===== src/rtl/lc3b_types.sv =====
// Shared cache types: largest supported associativity, a tree-bits container
// sized for it, and a constant mask helper for one-hot to binary conversion.
package lc3b_types;

  localparam int plru_max_ways = 16;

  // Tree bits for the widest supported configuration (WAYS-1 internal nodes).
  typedef logic [plru_max_ways-2:0] plru_tree_t;

  // Mask of all way indices whose bit b is set; ANDed with a one-hot way
  // vector and OR-reduced it yields bit b of the encoded way index.
  function automatic logic [plru_max_ways-1:0] way_bit_mask(input int b);
    logic [plru_max_ways-1:0] m;
    m = '0;
    for (int i = 0; i < plru_max_ways; i++) begin
      if (((i >> b) & 1) != 0) begin
        m = m | ({{(plru_max_ways-1){1'b0}}, 1'b1} << i);
      end
    end
    return m;
  endfunction

endpackage


===== src/rtl/plru_tree_logic.sv =====
// Combinational tree pseudo-LRU logic for one set: walks the heap-numbered
// tree to the victim way and produces the tree bits after touching i_way.
module plru_tree_logic
  import lc3b_types::*;
#(
  parameter int WAYS = 16
) (
  input  logic [WAYS-2:0]         i_tree,
  input  logic [$clog2(WAYS)-1:0] i_way,
  output logic [$clog2(WAYS)-1:0] o_victim,
  output logic [WAYS-2:0]         o_tree_next
);

  localparam int WAY_W = $clog2(WAYS);

  // Victim walk: reach marks the single node per level on the victim path.
  // A node bit of 1 steers into its low child, 0 into its high child.
  for (genvar gl = 0; gl <= WAY_W; gl++) begin : g_lvl
    logic [(1<<gl)-1:0] reach;
    if (gl == 0) begin : g_root
      assign reach = 1'b1;
    end else begin : g_kids
      for (genvar gp = 0; gp < (1 << gl); gp++) begin : g_pos
        localparam int PARENT = (1 << (gl - 1)) - 1 + gp / 2;
        if ((gp % 2) == 0) begin : g_low
          assign reach[gp] = g_lvl[gl-1].reach[gp/2] & i_tree[PARENT];
        end else begin : g_high
          assign reach[gp] = g_lvl[gl-1].reach[gp/2] & ~i_tree[PARENT];
        end
      end
    end
  end

  // The leaf level is one-hot on the victim way; encode it bit by bit.
  for (genvar gb = 0; gb < WAY_W; gb++) begin : g_enc
    assign o_victim[gb] = |(g_lvl[WAY_W].reach & WAYS'(way_bit_mask(gb)));
  end

  // Touch: a node at level LVL, position POS lies on the path to i_way when
  // the top LVL bits of i_way equal POS; it then takes the next way bit so
  // it points away from the touched way. Other nodes keep their value.
  for (genvar gn = 0; gn < WAYS - 1; gn++) begin : g_node
    localparam int LVL = $clog2(gn + 2) - 1;
    localparam int POS = gn + 1 - (1 << LVL);
    assign o_tree_next[gn] = ((i_way >> (WAY_W - LVL)) == WAY_W'(POS))
                           ? i_way[WAY_W-1-LVL] : i_tree[gn];
  end

endmodule


===== src/rtl/pseudo_lru_nway.sv =====
// Per-set tree pseudo-LRU replacement controller. Holds WAYS-1 tree bits per
// set, applies hit/fill touches and returns a registered victim per lookup,
// preferring the lowest invalid way. A touch to the looked-up set in the
// same cycle is forwarded into the victim walk.
module pseudo_lru_nway
  import lc3b_types::*;
#(
  parameter  int WAYS  = 16,
  parameter  int SETS  = 8,
  localparam int WAY_W = $clog2(WAYS),
  localparam int IDX_W = $clog2(SETS)
) (
  input  logic             clk,
  input  logic             rst,
  input  logic             touch,
  input  logic [IDX_W-1:0] touch_set,
  input  logic [WAY_W-1:0] touch_way,
  input  logic             lookup,
  input  logic [IDX_W-1:0] lookup_set,
  input  logic [WAYS-1:0]  valid_mask,
  output logic             victim_valid,
  output logic [WAY_W-1:0] victim_way
);

  logic [WAYS-2:0]  w_set_tree [SETS];
  logic [WAYS-2:0]  w_touch_cur;
  logic [WAYS-2:0]  w_upd_tree;
  logic [WAYS-2:0]  w_lkp_tree;
  logic [WAYS-2:0]  w_lkp_touch;
  logic [WAYS-2:0]  w_wr_tree;
  logic [WAY_W-1:0] w_upd_victim;
  logic [WAY_W-1:0] w_lkp_victim;
  logic [WAY_W-1:0] w_tree_victim;
  logic             w_same_set;
  logic             w_fwd;
  logic [WAYS-1:0]  w_inv;
  logic [WAYS-1:0]  w_inv_low;
  logic [WAY_W-1:0] w_inv_way;
  logic [WAY_W-1:0] w_victim_next;
  logic             r_victim_valid;
  logic [WAY_W-1:0] r_victim_way;

  // Per-set tree registers; reset points every set at way 0.
  for (genvar gi = 0; gi < SETS; gi++) begin : g_set
    logic [WAYS-2:0] r_tree;
    // Reload all-ones on reset, otherwise take the update when this set is touched.
    always_ff @(posedge clk) begin
      if (rst) begin
        r_tree <= '1;
      end else if (touch && (touch_set == IDX_W'(gi))) begin
        r_tree <= w_wr_tree;
      end
    end
    assign w_set_tree[gi] = r_tree;
  end

  assign w_touch_cur = w_set_tree[touch_set];
  assign w_same_set  = (touch_set == lookup_set);
  assign w_fwd       = touch && w_same_set;

  // Update path: tree of the touched set with the touch applied.
  plru_tree_logic #(.WAYS(WAYS)) u_update (
    .i_tree      (w_touch_cur),
    .i_way       (touch_way),
    .o_victim    (w_upd_victim),
    .o_tree_next (w_upd_tree)
  );

  // Lookup path walks post-touch bits when the same set is touched this cycle.
  assign w_lkp_tree = w_fwd ? w_upd_tree : w_set_tree[lookup_set];

  plru_tree_logic #(.WAYS(WAYS)) u_lookup (
    .i_tree      (w_lkp_tree),
    .i_way       (touch_way),
    .o_victim    (w_lkp_victim),
    .o_tree_next (w_lkp_touch)
  );

  // When the sets coincide both instances see the same set: with a touch the
  // lookup copy already carries it (re-touching is idempotent), without one
  // the update copy walks the stored bits directly.
  assign w_wr_tree     = w_fwd ? w_lkp_touch : w_upd_tree;
  assign w_tree_victim = (w_same_set && !touch) ? w_upd_victim : w_lkp_victim;

  // Invalid preference: isolate the lowest clear valid bit and encode it.
  assign w_inv     = ~valid_mask;
  assign w_inv_low = w_inv & (-w_inv);
  for (genvar gb = 0; gb < WAY_W; gb++) begin : g_inv_enc
    assign w_inv_way[gb] = |(w_inv_low & WAYS'(way_bit_mask(gb)));
  end

  assign w_victim_next = (|w_inv) ? w_inv_way : w_tree_victim;

  // Result registers: one-cycle valid pulse per lookup, way held otherwise.
  always_ff @(posedge clk) begin
    if (rst) begin
      r_victim_valid <= 1'b0;
      r_victim_way   <= '0;
    end else begin
      r_victim_valid <= lookup;
      if (lookup) begin
        r_victim_way <= w_victim_next;
      end
    end
  end

  assign victim_valid = r_victim_valid;
  assign victim_way   = r_victim_way;

endmodule


===== config.mk =====
export PLATFORM = sky130hd
export DESIGN_NAME = pseudo_lru_nway
export DESIGN_NICKNAME = d
export VERILOG_FILES = /design/src/rtl/lc3b_types.sv /design/src/rtl/plru_tree_logic.sv /design/src/rtl/pseudo_lru_nway.sv
export SDC_FILE = /design/constraint.sdc
export NUM_CORES = 1
export LEC_CHECK = 0
export CORE_AREA = 2 2 113 115
export CTS_CLUSTER_SIZE = 16
export DETAILED_ROUTE_END_ITERATION = 10
export DIE_AREA = 0 0 115 117
export GPL_TIMING_DRIVEN = 0
export PLACE_DENSITY = 0.79
export SLEW_MARGIN = 5
export SYNTH_ARGS = -nofsm -noshare
export SYNTH_HDL_FRONTEND = slang
export SYNTH_SLANG_ARGS = --single-unit

===== constraint.sdc =====
create_clock -name clk -period 2.7 [get_ports clk]
set_input_delay 0.405 -clock clk [delete_from_list [all_inputs] [get_ports clk]]
set_output_delay 0.405 -clock clk [all_outputs]
set_load 0.01 [all_outputs]

* Word-level counts from Yosys, hierarchy flattened
Cells that the tools add are included.
** Operators by class
- Magnitude comparators :: 2
- Shift operators :: 0
- Bitwise logic cells :: 88
- Add/subtract/negate cells :: 1
- Divide/modulo/power cells :: 0
- Multiplexer cells :: 38
- Eq/ne operators :: 18
- $mul :: 0
- Reduce and logical (&&, ||, !) cells :: 28
** Operators with widths (count)
- $reduce_or A8 Y1 :: 12
- $bmux W15 S3 :: 2
- $mux W15 :: 6
- $and A1 B1 Y1 :: 54
- $not A1 Y1 :: 30
- $mux W1 :: 28
- $eq A3 B3 Y1 const B :: 8
- $and A16 B16 Y16 :: 1
- $neg A16 Y16 :: 1
- $not A16 Y16 :: 1
- $reduce_or A16 Y1 :: 1
- $eq A3 B2 Y1 const B :: 4
- $logic_not A4 Y1 :: 3
- $logic_and A1 B1 Y1 :: 10
- $ge A4 B4 Y1 const B :: 2
- $mux W4 :: 2
- $not A3 Y4 :: 2
- $eq A3 B1 Y1 const B :: 2
- $eq A2 B2 Y1 const B :: 2
- $eq A3 B3 Y1 :: 1
- $logic_not A3 Y1 :: 1
- $eq A2 B1 Y1 const B :: 1
- $logic_not A1 Y1 :: 1
** Storage, ports and cells
- Memory bits (read-only) :: 0
- Memory bits (writable) :: 0
- Bits in registers :: 125
- Memories :: 0
- Output and inout port bits :: 5
- Bits in latches :: 0
- Input port bits :: 30
- Logic and storage cells :: 185

* Logic depth before layout (Yosys ltp)
Gate-level depths: netlist of run 1.
- Depth in word-level cells :: 13
- Gate-level depth with buffers :: 10
- Depth with buffers taken out :: 7

* By module
Synthesis of run 1 repeated with hierarchy kept, for this count alone.
** Unflattened totals
- Cell total of the unflattened synthesis :: 721
- Area, all modules :: 7065.5 sq um
** By module, submodules not included
- pseudo_lru_nway :: sequential area each 2502.4 sq um, times used 1, area an instance 6289.8 sq um, cells each 621
- plru_tree_logic :: sequential area each 0.0 sq um, times used 2, area an instance 387.9 sq um, cells each 50

* Least setup slack after synthesis of run 1
No wires, ideal clock.
- Path kind :: input -> register
- Start :: input lookup_set[0]
- End :: register r_victim_way[0] (netlist: victim_way[0])
- Library setup time :: 0.081 ns
- Path buffers :: 1
- Arrival time :: 2.245 ns
- Stages :: 7
- Data required time :: 2.619 ns
- Path slack :: 0.374 ns
- Cells stage by stage :: buf_6 mux4_2 mux2i_1 mux4_2 a21boi_0 a2111oi_2 a41oi_1
** Between the ends
- Longest elaborated chain between the ends :: 12
- Elaborated cells between the ends (all ways) :: 46
- Those cells by class :: 1 x eq/ne; 6 x mux; 36 x bitwise; 3 x reduce/logical
** RTL lines
- from (decl) :: line pseudo_lru_nway.sv:19 : input logic [IDX_W-1:0] lookup_set,
- $not A3 Y4 (implied by the code) :: line pseudo_lru_nway.sv:70 : assign w_lkp_tree = w_fwd ? w_upd_tree : w_set_tree[lookup_set];
- $bmux W15 S3 :: line pseudo_lru_nway.sv:70
- $mux W15 (implied by the code) (2 in a row) :: line pseudo_lru_nway.sv:70
- $mux W15 :: line pseudo_lru_nway.sv:70
- $not A1 Y1 :: line plru_tree_logic.sv:28 : assign reach[gp] = g_lvl[gl-1].reach[gp/2] & ~i_tree[PARENT];
- $and A1 B1 Y1, on equally long branches :: line plru_tree_logic.sv:28, plru_tree_logic.sv:26
- $and A1 B1 Y1, on equally long branches :: line plru_tree_logic.sv:26, plru_tree_logic.sv:28
- $and A1 B1 Y1 :: line plru_tree_logic.sv:28
- $reduce_or A8 Y1 :: line plru_tree_logic.sv:36 : assign o_victim[gb] = |(g_lvl[WAY_W].reach & WAYS'(way_bit_mask(gb)));
- $mux W4 * :: line pseudo_lru_nway.sv:83 : assign w_tree_victim = (w_same_set && !touch) ? w_upd_victim : w_lkp_victim;
- $mux W4 * :: line pseudo_lru_nway.sv:92 : assign w_victim_next = (|w_inv) ? w_inv_way : w_tree_victim;
- to (signal assigned) :: line pseudo_lru_nway.sv:102 : r_victim_way <= w_victim_next;
- to (decl) :: line pseudo_lru_nway.sv:41 : logic [WAY_W-1:0] r_victim_way;
Every way passes the cells marked *; elsewhere a longest branch is shown, timed or not. The select of a mux whose other input is x is not followed.
A chain may end at the register's enable or synchronous reset.

* Worst setup path after layout of run 1
- Start :: input lookup_set[1]
- End :: register r_victim_way[1] (netlist: victim_way[1])
** Between the ends
- Longest elaborated chain between the ends :: 12
- Elaborated cells between the ends (all ways) :: 38
- Those cells by class :: 1 x eq/ne; 6 x mux; 28 x bitwise; 3 x reduce/logical
** RTL lines (line)
- $not A3 Y4 (implied by the code) :: pseudo_lru_nway.sv:70
- $bmux W15 S3 :: pseudo_lru_nway.sv:70
- $mux W15 (implied by the code) (2 in a row) :: pseudo_lru_nway.sv:70
- $mux W15 :: pseudo_lru_nway.sv:70
- $not A1 Y1 :: plru_tree_logic.sv:28
- $and A1 B1 Y1, on equally long branches :: plru_tree_logic.sv:28, plru_tree_logic.sv:26
- $and A1 B1 Y1 :: plru_tree_logic.sv:28
- $and A1 B1 Y1, on equally long branches :: plru_tree_logic.sv:26, plru_tree_logic.sv:28
- $reduce_or A8 Y1 :: plru_tree_logic.sv:36
- $mux W4 * :: pseudo_lru_nway.sv:83
- $mux W4 * :: pseudo_lru_nway.sv:92
Marks and branches as above.

==> out/qor.yml, run 1 <==
crit_buf_inv: 4
drive_above_1_share_pct: 16.81
yosys-top-cells-count: "140 x nor2_1, 125 x dfxtp_1, 122 x a211o_1"
critPathRequiredTime_ns: 3.01
grt.total_usage_pct: 41.77
cts-htree-levels: 4
drv_slew: 0
crit_path_start_kind: "input port"
relSlewSlack_pct: 30.83
tightest_slew_ns: 1.038
rr_startpoint: "g_set[0].r_tree[7]$_SDFFE_PP1P_"
worstPathMaxFanout: 10
grt_pass1_wl_um: 39960
path_clk_slew_ns: 0.06
ys_warn_count: 0
wire_per_inst_um: 29.05
rows: 41
cts_buffers: 17
gr-total-overflow: 0
vias_per_cell: 7.408
drc: 0
hold_violations: 0
synth_area_um2: 7284
synth_fp_nets: 769
worstPathArrival_ns: 2.92
cellPowerDensity_nw_per_um2: 617.0
fin_tns_setup_ns: 0
leakage_nw: 3.226
die_w_um: 115
synth_area_leaders: "dfxtp_1 34%, a211o_1 15%, mux4_2 13%"
antenna_found_initial: 0
antenna_left: 0
first_iter_violations: 1055
grt_pass1_vias: 6566
nets: 815
clock_latency_ns: 0.43
vdd_drop_max_v: 0.0004051
fmax_mhz: 383.5
maxCapViolCount: 0
finalClockSkew_ns: 0.007085
yosysMostFrequentCell: "nor2_1"
period_minus_slack_ns: 2.607
synth_top_area_share_pct: 34.35
end_kind: "flip-flop"
status: "finished clean"
path_delay_family: "buffers and inverters"
finalCritPeriodShare_pct: 96.57
vias: 7015
io_buffers: 25
synth_edf_count: 0
clock_path_buffers: 2
core_area_um2: 12310
cpMaxStageDelayCell: "clkdlybuf4s50_1"
path_cells: "clkdlybuf4s50_1 > buf_6 > buf_4 > mux4_2 > mux2i_4 > inv_1 > a32oi_1 > nor2_1 > nor4_1 > o31ai_1"
fin_hold_ws_ns: 0.3788
die_h_um: 117
synth_area_leader_cell: "dfxtp_1"
grt_max_degree: 17
synth_ff_type: "dfxtp_1"
root_buffer: "clkbuf_16"
hpwl_um: 18940
wl_um: 27510
areaGrowthSynthToFinish_pct: 15.85
worst_path_largest_cell_delay_ns: 0.54
finalSetupViolCount: 0
place_congestion: 1.071
n_antenna_cell: 0
ys_types: 61
hp-start: "lookup"
async_reset_ff_share_pct: 0
cts_sinks: 125
hold_class: "input port to flip-flop"
dieArea_um2: 13460
start_util_pct: 59.17
syn_inst: 739
cp-startpoint: "lookup_set[1]"
io-pin-count: 35
yosysSeqAreaShare_pct: 34.35
post_dp_cell_area_um2: 7722
path_class: "input port to flip-flop"
cts_tree: "done"
final_cell_area_um2: 8439
firstDrtPassIters: 6
postCtsHoldBufs: 0
final_util_pct: 68.55
avgSynthCellArea_um2: 9.857
power_mw: 5.207
ys_ff_latch: 125
==> path summary, 6_finish.rpt <==
path,end,slack [ns],cells past startpoint
min reg2reg,g_set[3].r_tree[5]$_SDFFE_PP1P_,0.48,1
min,victim_valid$_SDFF_PP0_,0.38,2
max,victim_way[1]$_SDFFE_PP0P_,0.09,10
max reg2reg,victim_way[0]$_SDFFE_PP0P_,0.37,7
==> metrics by stage <==
stage / std cells / setup slack, ns
floorplan: 739 / 0.3740
global placement: 914 / -0.7647
detailed placement: 914 / -0.7937
CTS: 947 / 0.02736
global route: 947 / -0.001305
finish: 947 / 0.09262
==> sequential cells by signal, indices dropped and copies added, names as in the netlist <==
name	flops
victim_valid	1
victim_way	4
g_set.r_tree	120
==> cells in the final DEF (no fill, tap or decap), types with 8 or more instances in the layout <==
cell,instances
mux2i_4,8
clkbuf_1,44
nand2_1,31
a211o_1,122
mux2i_1,31
clkbuf_16,17
buf_2,13
a21oi_1,10
nor2b_1,9
o211ai_1,8
mux4_2,41
nor2_1,140
dfxtp_1,125
inv_1,17
clkdlybuf4s50_1,23
mux2_2,9
nand3_1,15
==> kinds of logic after synthesis <==
| kind of cell | Yosys count | synth area share, % |
|---|---|---|
| and+or+nand+nor | 227 | 13.33 |
| AOI/OAI and AO/OA | 193 | 22.28 |
| DFF | 125 | 34.35 |
| muxes | 101 | 23.70 |
| buffers and inverters | 90 | 5.977 |
| xor gates and xnor gates | 3 | 0.3608 |
==> layout make-up <==
cell class | instances | area [um2]
Inverter | 17 | 63.81
Tap cell | 150 | 187.7
Clock inverter | 10 | 160.2
Multi-Input combinational cell | 524 | 4387
Clock buffer | 21 | 480.5
Buffer | 73 | 391.6
Fill cell | 934 | 3872
Sequential cell | 125 | 2502
Timing Repair Buffer | 27 | 266.5
==> power by group <==
part / total, mW / internal, mW / switching [mW]
logic: 0.736 / 0.292 / 0.444
clock network: 2.50 / 1.64 / 0.865
registers: 1.97 / 1.91 / 0.0559
==> per-layer routing <==
metal  global-route usage (%)  share of wire (%)  up-vias
li1                         -                  -     2885
met1                    53.15                 36     3343
met2                    61.14                 42      604
met3                    12.36                 13      183
met4                    29.48                8.9        0
met5                        0                  0        -
==> timing repair <==
action	4_1_cts	5_1_grt
resized for setup	11	7
pin swaps	0	0
cloned	0	0
endpoints found under the setup margin	11	12
buffers inserted	2	0
Note: power is estimated with default switching activity, not from simulation.
==> run 2, diff against run 1 <==
SKIP_CTS_REPAIR_TIMING = 1   (was not set)
==> run 2 against run 1 <==
Against the previous run: first-iteration DRC count down 13%; cell area up 0.24%; non-clock buffer count unchanged; critical path depth unchanged; total power down 0.18%; largest cell class unchanged.
==> out/qor.yml, run 2 (synthesis gave the netlist of run 1 again) <==
core_area_um2: 12310  # unchanged
cp.depth: 10  # unchanged
worst_path_largest_cell_delay_ns: 0.54  # about the same
io_buffers: 25  # unchanged
cts_sinks: 125  # unchanged
drive_above_1_share_pct: 17.06  # +0.25 points
clock_latency_ns: 0.43  # about the same
largest_reg_flops: 120  # unchanged
layout_commonest_cell: "nor2_1"
clock_path_buffers: 2  # unchanged
path_delay_family: "buffers and inverters"
path_cells: "clkdlybuf4s50_1 > buf_6 > buf_4 > mux4_2 > mux2i_4 > inv_1 > a32oi_1 > nor2_1 > nor4_1 > o31ai_1"
n_antenna_cell: 0  # unchanged
path_clk_slew_ns: 0.06  # about the same
hpwl_um: 18940  # unchanged
path_class: "input port to flip-flop"
maxCapViolCount: 0  # unchanged
vdd_drop_max_v: 0.0004051  # about the same
cts_tree: "done"
cellPowerDensity_nw_per_um2: 614.4  # -0.41%
die_h_um: 117  # unchanged
status: "finished clean"
vias: 6879  # -1.9%
grt_pass1_vias: 6585  # +0.29%
layout_common_cells: "140 x nor2_1, 125 x dfxtp_1, 122 x a211o_1"
period_minus_slack_ns: 2.601  # -0.006817 ns
relSlewSlack_pct: 30.34  # -0.49 points
fmax_mhz: 384.5  # +0.26%
leakage_nw: 3.243  # +0.51%
cts_buffers: 17  # unchanged
crit_buf_inv: 4  # unchanged
end_kind: "flip-flop"
finalCritPeriodShare_pct: 96.32  # -0.25 points
fin_hold_ws_ns: 0.3793  # +0.0005420 ns
hold_violations: 0  # unchanged
r2r_cells: 7  # unchanged
die_w_um: 115  # unchanged
root_buffer: "clkbuf_16"
antenna_found_initial: 0  # unchanged
rows: 41  # unchanged
tightest_slew_ns: 1.045  # +0.007314 ns
nets: 815  # unchanged
cpMaxStageDelayCell: "clkdlybuf4s50_1"
first_iter_violations: 919  # -13%
worstPathArrival_ns: 2.91  # about the same
wl_um: 27540  # +0.12%
antenna_left: 0  # unchanged
crit_path_start_kind: "input port"
vias_per_cell: 7.264  # -1.9%
finalSetupViolCount: 0  # unchanged
io-pin-count: 35  # unchanged
critPathRequiredTime_ns: 3.01  # about the same
drv_slew: 0  # unchanged
drc: 0  # unchanged
hold_class: "input port to flip-flop"
gr-total-overflow: 0  # unchanged
power_mw: 5.197  # -0.18%
firstDrtPassIters: 6  # unchanged
grt_pass1_wl_um: 40030  # +0.16%
areaGrowthSynthToFinish_pct: 16.13
cts-htree-levels: 4  # unchanged
place_congestion: 1.071  # unchanged
grt_max_degree: 17  # unchanged
rsz0062_at_grt: "false"
top_register: "g_set.r_tree"
worstPathMaxFanout: 10  # unchanged
wire_per_inst_um: 29.08  # +0.12%
finalClockSkew_ns: 0.004736  # -0.002350 ns
min_path_cells: 2  # unchanged
dieArea_um2: 13460  # unchanged
start_util_pct: 59.17  # unchanged
grt.total_usage_pct: 41.82  # +0.053 points
run 2: where the power goes:
group	internal, mW	switching (mW)	total, mW	leakage [nW]
Clock	1.64	0.854	2.49	0.315
Sequential	1.91	0.0564	1.97	1.02
Combinational	0.293	0.445	0.738	1.91
run 2: metal layers:
layer / track usage (%) / up-vias / routed length, um
li1: - / 2890 / -
met1: 53.47 / 3285 / 10290
met2: 60.71 / 574 / 11820
met3: 12.87 / 130 / 3530
met4: 29.16 / 0 / 1900
met5: 0 / - / 0
run 2: cell type report:
type                    count  area [um2]
inverters                  17       63.81
plain buffers              73       392.9
flip-flops and latches    125        2502
fillers                   928        3852
repair buffers             27       270.3
well taps                 150       187.7
clock buffers              21       480.5
multi-input cells         524        4402
clock inverters            10       160.2
run 2: through the flow:
step / utilization (%) / std cells / instance area [um2] / TNS (ns) / worst slack, ns
after CTS: 67.93 / 945 / 8363 / -1.605 / -0.3529
after global routing: 68.71 / 947 / 8459 / 0 / 0.01722
after floorplan: - / 739 / 7284 / 0 / 0.3740
final: 68.71 / 947 / 8459 / 0 / 0.09943
after detailed placement: 62.72 / 914 / 7722 / -9.778 / -0.7937
after global placement: 62.72 / 914 / 7722 / -8.225 / -0.7647
run 2: worst paths after layout:
path                                                       from                         endpoint  slack [ns]
worst min register to register  g_set[3].r_tree[5]$_SDFFE_PP1P_  g_set[3].r_tree[5]$_SDFFE_PP1P_        0.48
worst min-delay path                                     lookup          victim_valid$_SDFF_PP0_        0.38
worst max-delay path                              lookup_set[1]       victim_way[1]$_SDFFE_PP0P_         0.1
worst max register to register  g_set[0].r_tree[7]$_SDFFE_PP1P_       victim_way[0]$_SDFFE_PP0P_        0.38
run 2: worst reg2reg max path: stages (launching register included):
cell and delay [ns]:
dfxtp_1 0.33, nor2b_1 0.13, a2111oi_0 0.39, a211oi_1 0.17, mux2i_2 0.52, nand2_1 0.11
a311o_1 0.37, a41oi_1 0.22
==> run 3, diff against run 2 <==
SKIP_LAST_GASP = 1   (was not set)
==> results of run 3 <==
The final DEF is identical to that of run 2; final timing and power are the same.
